==> config.mk <==
export PLATFORM = sky130hd
export DESIGN_NAME = keypad_entry
export DESIGN_NICKNAME = d
export VERILOG_FILES = /design/src/rtl/keypad_entry.sv
export SDC_FILE = /design/constraint.sdc
export NUM_CORES = 1
export LEC_CHECK = 0
export CAP_MARGIN = 20
export CORE_MARGIN = 2
export CORE_UTILIZATION = 40
export CTS_CLUSTER_SIZE = 16
export DETAILED_ROUTE_END_ITERATION = 8
export PLACE_DENSITY_LB_ADDON = 0.05
export SYNTH_ARGS = -nofsm -noshare
export SYNTH_HDL_FRONTEND = slang
export SYNTH_SLANG_ARGS = --single-unit
export TNS_END_PERCENT = 20
==> constraint.sdc <==
create_clock -name clk -period 5.65 [get_ports clk]
set_input_delay 1.695 -clock clk [delete_from_list [all_inputs] [get_ports clk]]
set_output_delay 1.695 -clock clk [all_outputs]
set_load 0.03 [all_outputs]
==> src/rtl/keypad_entry.sv <==
// Keypad entry conditioner: debounces raw decoder codes and builds a signed
// multi-digit value, emitting one-cycle data_valid / input_done / overflow pulses.
module keypad_entry #(
  parameter int         ELEM_WIDTH      = 12,
  parameter int         DEBOUNCE_CYCLES = 16,
  parameter logic [3:0] IDLE_CODE       = 4'hF
) (
  input  logic                  clk,
  input  logic                  rst,
  input  logic [3:0]            key_code,
  output logic [ELEM_WIDTH-1:0] data_out,
  output logic                  data_valid,
  output logic                  input_done,
  output logic [ELEM_WIDTH-2:0] entry_mag,
  output logic                  entry_neg,
  output logic [2:0]            digit_count,
  output logic                  overflow,
  output logic                  busy
);

  // state       | meaning
  // S_IDLE      | no key seen, waiting for a non-idle code
  // S_PRESS_CHK | candidate code must stay stable to be accepted
  // S_HELD      | press accepted, waiting for release (no auto-repeat)
  // S_REL_CHK   | idle code must stay stable to finish the release
  typedef enum logic [1:0] {S_IDLE, S_PRESS_CHK, S_HELD, S_REL_CHK} state_t;

  localparam int MW = ELEM_WIDTH - 1;
  localparam int SW = ELEM_WIDTH + 3;
  localparam int CW = $clog2(DEBOUNCE_CYCLES + 1);
  localparam logic [SW-1:0] MAG_MAX = SW'((1 << (ELEM_WIDTH - 1)) - 1);

  state_t                state_q;
  logic [3:0]            cand_q;
  logic [CW-1:0]         cnt_q;
  logic [MW-1:0]         mag_q;
  logic                  neg_q;
  logic [2:0]            count_q;
  logic [ELEM_WIDTH-1:0] data_out_q;
  logic                  dv_q, done_q, ovf_q;

  logic [CW-1:0]         cnt_d;
  logic                  stable_d;
  logic [SW-1:0]         digit_sum_d;
  logic                  digit_ok_d;
  logic [MW-1:0]         mag_bs_d;
  logic [ELEM_WIDTH-1:0] commit_d;

  assign cnt_d       = cnt_q + CW'(1);
  assign stable_d    = (cnt_d == CW'(DEBOUNCE_CYCLES));
  // mag*10 + d, widened so the range test cannot wrap
  assign digit_sum_d = (SW'(mag_q) << 3) + (SW'(mag_q) << 1) + SW'(cand_q);
  assign digit_ok_d  = (count_q != 3'd4) && (digit_sum_d <= MAG_MAX);
  assign mag_bs_d    = mag_q / MW'(10);
  assign commit_d    = neg_q ? (ELEM_WIDTH'(0) - {1'b0, mag_q}) : {1'b0, mag_q};

  always_ff @(posedge clk) begin
    if (rst) begin
      state_q    <= S_IDLE;
      cand_q     <= '0;
      cnt_q      <= '0;
      mag_q      <= '0;
      neg_q      <= 1'b0;
      count_q    <= '0;
      data_out_q <= '0;
      dv_q       <= 1'b0;
      done_q     <= 1'b0;
      ovf_q      <= 1'b0;
    end else begin
      dv_q   <= 1'b0;
      done_q <= 1'b0;
      ovf_q  <= 1'b0;
      case (state_q)
        S_IDLE: begin
          if (key_code != IDLE_CODE) begin
            cand_q  <= key_code;
            cnt_q   <= CW'(1);
            state_q <= S_PRESS_CHK;
          end
        end
        S_PRESS_CHK: begin
          if (key_code == cand_q) begin
            cnt_q <= cnt_d;
            if (stable_d) begin
              state_q <= S_HELD;
              case (cand_q)
                4'hA: begin
                  mag_q   <= '0;
                  neg_q   <= 1'b0;
                  count_q <= '0;
                end
                4'hB: neg_q <= ~neg_q;
                4'hC: begin
                  mag_q <= mag_bs_d;
                  if (count_q != 3'd0) count_q <= count_q - 3'd1;
                  if (count_q <= 3'd1) neg_q <= 1'b0;
                end
                4'hD: done_q <= 1'b1;
                4'hE: begin
                  data_out_q <= commit_d;
                  dv_q       <= 1'b1;
                  mag_q      <= '0;
                  neg_q      <= 1'b0;
                  count_q    <= '0;
                end
                default: begin
                  if (cand_q <= 4'd9) begin
                    if (digit_ok_d) begin
                      mag_q   <= digit_sum_d[MW-1:0];
                      count_q <= count_q + 3'd1;
                    end else begin
                      ovf_q <= 1'b1;
                    end
                  end
                end
              endcase
            end
          end else if (key_code == IDLE_CODE) begin
            state_q <= S_IDLE;
          end else begin
            cand_q <= key_code;
            cnt_q  <= CW'(1);
          end
        end
        S_HELD: begin
          if (key_code == IDLE_CODE) begin
            cnt_q   <= CW'(1);
            state_q <= S_REL_CHK;
          end
        end
        S_REL_CHK: begin
          if (key_code == IDLE_CODE) begin
            cnt_q <= cnt_d;
            if (stable_d) state_q <= S_IDLE;
          end else begin
            state_q <= S_HELD;
          end
        end
        default: state_q <= S_IDLE;
      endcase
    end
  end

  assign data_out    = data_out_q;
  assign data_valid  = dv_q;
  assign input_done  = done_q;
  assign overflow    = ovf_q;
  assign entry_mag   = mag_q;
  assign entry_neg   = neg_q;
  assign digit_count = count_q;
  assign busy        = (state_q != S_IDLE);

endmodule

After elaboration in Yosys (flattened, before gate mapping)
Cells that the tools add are included.

Reductions and logical operators: 19. Add/sub/neg operators: 6. Bitwise operators: 6. Magnitude comparators: 3. Divide/modulo/power cells: 1. Mux-type cells: 31. Eq/ne operators: 24.

Operators with widths (number): case mux 11 bit (3 select lines) (1); two-way mux 5 bit (5); equality test 4 bit, second input constant (6); two-way mux 11 bit (2); case mux 5 bit (4 select lines) (1); adder 14 x 12 -> 15 bit (1); adder 15 x 4 -> 15 bit (1); less-or-equal comparator 15 x 11 -> 1 bit, second input constant (1); != test 3 bit, second input constant (5); two-way mux 2 bit (7); != test 2 bit, second input constant (7); two-way mux 12 bit (1); two-way mux 4 bit (3); AND reduction 4 bit (3); nonzero test 3 bit (4); subtractor 1 x 11 -> 12 bit, first input constant (1); divider 11 x 4 -> 11 bit, second input constant (1); AND reduction 5 bit (2); OR reduction 10 bit (1); two-way mux 3 bit (3); case mux 3 bit (3 select lines) (1); case mux 2 bit (4 select lines) (1); case mux 4 bit (2 select lines) (1); AND reduction 7 bit (1); 19 further kinds (30).

Input bits: 6. Logic and storage cells: 100. Register bits after elaboration: 41.

Longest topological paths before layout
Depth in word-level cells: 7. Gate-level depth with buffers: 12.

Least setup slack after synthesis
No wires, ideal clock.

Path type: input to register. Start: input key_code[3]. End: register data_out_q[10] (netlist: data_out[10]). Required time: 5522 ps. Data arrival time: 3353 ps. Stages: 8. Buffers on the path: 1. Slack: 2170 ps. Library setup time: 128 ps. Path through: xor2_1 -> nor4_1 -> and2_1 -> nand2_1 -> nor3_2 -> buf_2 -> mux2i_1 -> nor2_1.

Cells in the longest elaborated chain, start to end: 2.

RTL lines: start, declared (line 10) `input logic [3:0] key_code,`; equality test 4 bit (line 82) `if (key_code == cand_q) begin`; AND reduction 4 bit (no line); end signal, assigned (line 100) `data_out_q <= commit_d;`; end, declared (line 39) `logic [ELEM_WIDTH-1:0] data_out_q;`.

No other way between the ends. A chain may end at the register's enable or synchronous reset.

Worst setup path in the final report
Start: input key_code[3]. End: register count_q[0] (netlist: digit_count[0]).

Cells in the longest elaborated chain, start to end: 2.

RTL lines: equality test 4 bit (line 82); AND reduction 7 bit (no line); end signal, assigned (line 95) `if (count_q != 3'd0) count_q <= count_q - 3'd1;`; end signal, assigned (line 110) `count_q <= count_q + 3'd1;`; end, declared (line 38) `logic [2:0] count_q;`.

No other way between the ends.

==> results.json <==
{
  "gp_congestion": 0.8342,
  "die_height_um": 97.05,
  "finalSetupViolations": 0,
  "max_freq_mhz": 236.2,
  "nNetsFinal": 498,
  "cts.htree.levels": 2,
  "wire_per_inst_um": 15.71,
  "use_met1_pct": 27.25,
  "post_cts_resize_count": 0,
  "ys_warn_count": 0,
  "dp.cells": 559,
  "avgSynthCellArea_um2": 7.765,
  "crit_slowest_cell": "nor4_1",
  "critPathRequiredTime_ps": 5880,
  "cts-root-buf": "clkbuf_8",
  "stdcell_count": 567,
  "syn_inst": 446,
  "rows": 33,
  "drt-total-wl_um": 8906,
  "portBuffers": 36,
  "fin_skew_ps": 12.56,
  "clk_latency_ps": 300,
  "drive_gt1_share_pct": 4.545,
  "clock_sinks": 41,
  "grt_pass1_wl_um": 15320,
  "power_density_nw_per_um2": 136.2,
  "routed-via-count": 3334,
  "ys_ff_latch": 41,
  "grt_most_used_layer": "met2",
  "ff2ff_path_depth": 9,
  "overflow": 0,
  "peakVddDrop_v": 0.00008268,
  "finalWorstPathRequiredPeriod_ps": 4233,
  "core_um2": 8299,
  "fin_crit_sh_pct": 74.93,
  "worstMarginPinSlew_ps": 955.4,
  "postRouteAntennaNets": 0,
  "rsz0062_at_grt": "no",
  "maxCapViolCount": 0,
  "cts_tree": "yes",
  "hold_violations": 0,
  "dpl.hpwl_um": 6340,
  "synth_edf_count": 0,
  "path_max_fanout": 11,
  "drcViolationCount": 0,
  "cpPeakStageDelay_ps": 570,
  "viasPerCell": 5.880,
  "crit_family": "compound AO/OA/AOI/OAI gates",
  "synth.distinct_cells": 70,
  "outcome": "finished clean",
  "final_util_pct": 47.43,
  "path_class": "input port to flop",
  "postCtsSetupRepairBufs": 0,
  "hp-class": "flop to flop",
  "worst-path-buf-inv": 1,
  "cp-start-kind": "input port",
  "ys_seq_area_share_pct": 23.70,
  "drv_slew": 0,
  "ioPinCount": 37,
  "syn_nets": 483,
  "async_reset_ff_share_pct": 0,
  "die_x_um": 97.05,
  "worstPathArrival_ps": 4470,
  "slew_headroom_pct": 36.22,
  "cts_buffers": 5,
  "path_cells": "clkdlybuf4s50_1 > xor2_1 > nor4_1 > and2_1 > nand2_1 > a21oi_2 > o21ai_1 > a311o_1 > a21oi_1",
  "initial_core_util_pct": 41.73,
  "drt_iter0_drc": 227,
  "endpoint_kind": "flop",
  "met3_usage_pct": 3.381,
  "die-area_um2": 9419,
  "holdPathStages": 2,
  "grt.met2_usage_pct": 30.61,
  "antenna_cells": 0,
  "grt_util_all_layers_pct": 19.17,
  "synth_ff_type": "dfxtp_1",
  "area_delta_synth_final_pct": 13.66,
  "synth_area_um2": 3463,
  "cts_buffer_depth": 2,
  "fin_tns_setup_ps": 0,
  "grt_start_max_net_pins": 41,
  "clk_transition_reported_paths_ps": 90,
  "grt_pass1_vias": 3141,
  "holdBufCountCts": 0,
  "antenna_found_initial": 0,
  "leakage_nw": 1.467,
  "firstDrtPassIters": 5,
  "worst-path-stages": 9,
  "holdWs_ps": 497.8
}
[logic make-up after synthesis]
group | after synthesis | synth area share (%)
DFF | 41 | 23.70
AOI/OAI and AO/OA | 129 | 25.72
xor gates and xnor gates | 21 | 5.311
buffers and inverters | 51 | 6.358
and+or+nand+nor | 165 | 24.96
adders and majority gates | 32 | 11.92
muxes | 7 | 2.023
[tightest hold or removal path, cell delays in order (launching register included)]
cell	delay, ps
dfxtp_1	330
mux2i_1	60
nor2_1	70
[per-layer routing]
metal	share of wire, %	wire length, um
met4	1.0	89
met1	50	4426
met5	0	0
met3	4.5	402
met2	45	3987
[cell usage after synthesis, types with 6 or more instances]
library cell / instances / area, um^2
nor2_1: 49 / 183.9
dfxtp_1: 41 / 820.8
nand2_1: 31 / 116.4
ha_1: 29 / 362.9
a21oi_1: 22 / 110.1
a211oi_1: 21 / 157.7
o21ai_0: 20 / 100.1
clkbuf_1: 19 / 71.32
inv_1: 17 / 63.81
nor3_1: 13 / 65.06
xnor2_1: 11 / 96.34
xor2_1: 10 / 87.58
nand4_1: 9 / 56.30
buf_2: 8 / 40.04
nor2b_1: 8 / 50.05
o211ai_1: 8 / 60.06
or3_1: 8 / 50.05
a31oi_1: 7 / 43.79
mux2i_1: 7 / 70.07
nand2b_1: 7 / 43.79
a311oi_1: 6 / 52.55
nand3_1: 6 / 30.03
[cells in the final DEF, fill, tap and decap left out, types with 13 or more instances in the layout]
cell type / netlist / routed
nor2_1: 49 / 49
a211oi_1: 21 / 21
a21oi_1: 22 / 22
dfxtp_1: 41 / 41
o21ai_0: 20 / 20
inv_1: 17 / 17
clkdlybuf4s50_1: 0 / 36
ha_1: 29 / 29
nand2_1: 31 / 31
nor3_1: 13 / 13
[path summary, 6_finish.rpt]
path / from / end / slack, ps
max: key_code[3] / digit_count[0] / 1420
min: data_out[0] / data_out[0] / 500
max reg2reg: entry_mag[5] / digit_count[0] / 1790
min reg2reg: data_out[0] / data_out[0] / 500
[sequential cells by signal (all words and copies together) (netlist names)]
register     flops
entry_neg        1
digit_count      3
cnt_q            5
cand_q           4
overflow         1
state_q          2
data_valid       1
data_out        12
entry_mag       11
input_done       1
[report_power, final]
group | switching [mW] | internal (mW) | leakage, nW | total (mW)
Combinational | 0.0205 | 0.0130 | 1.08 | 0.0335
Sequential | 0.00745 | 0.292 | 0.332 | 0.299
Clock | 0.104 | 0.0990 | 0.0512 | 0.203
Total | 0.132 | 0.404 | 1.47 | 0.536
[final cells by class]
type                       instances  area, um^2
inverter                          18       67.56
timing repair buffer              41       397.9
fill                             839        4363
tap                              105       131.4
clock buffer                       6       82.58
clock inverter                     2       13.76
multi-input combinational        354        2422
sequential                        41       820.8
[stage by stage]
| step | total power [mW] | setup slack (ps) | cell area [um^2] |
|---|---|---|---|
| final | 0.5360 | 1417 | 3936 |
| after global routing | 0.5618 | 1164 | 3936 |
| after CTS | 0.5411 | 1478 | 3936 |
| after detailed placement | 0.3397 | 1165 | 3840 |
| after global placement | 0.3396 | 1255 | 3840 |
| after floorplan | 0.3263 | 2170 | 3463 |
Note: power is estimated with default switching activity, not from simulation.
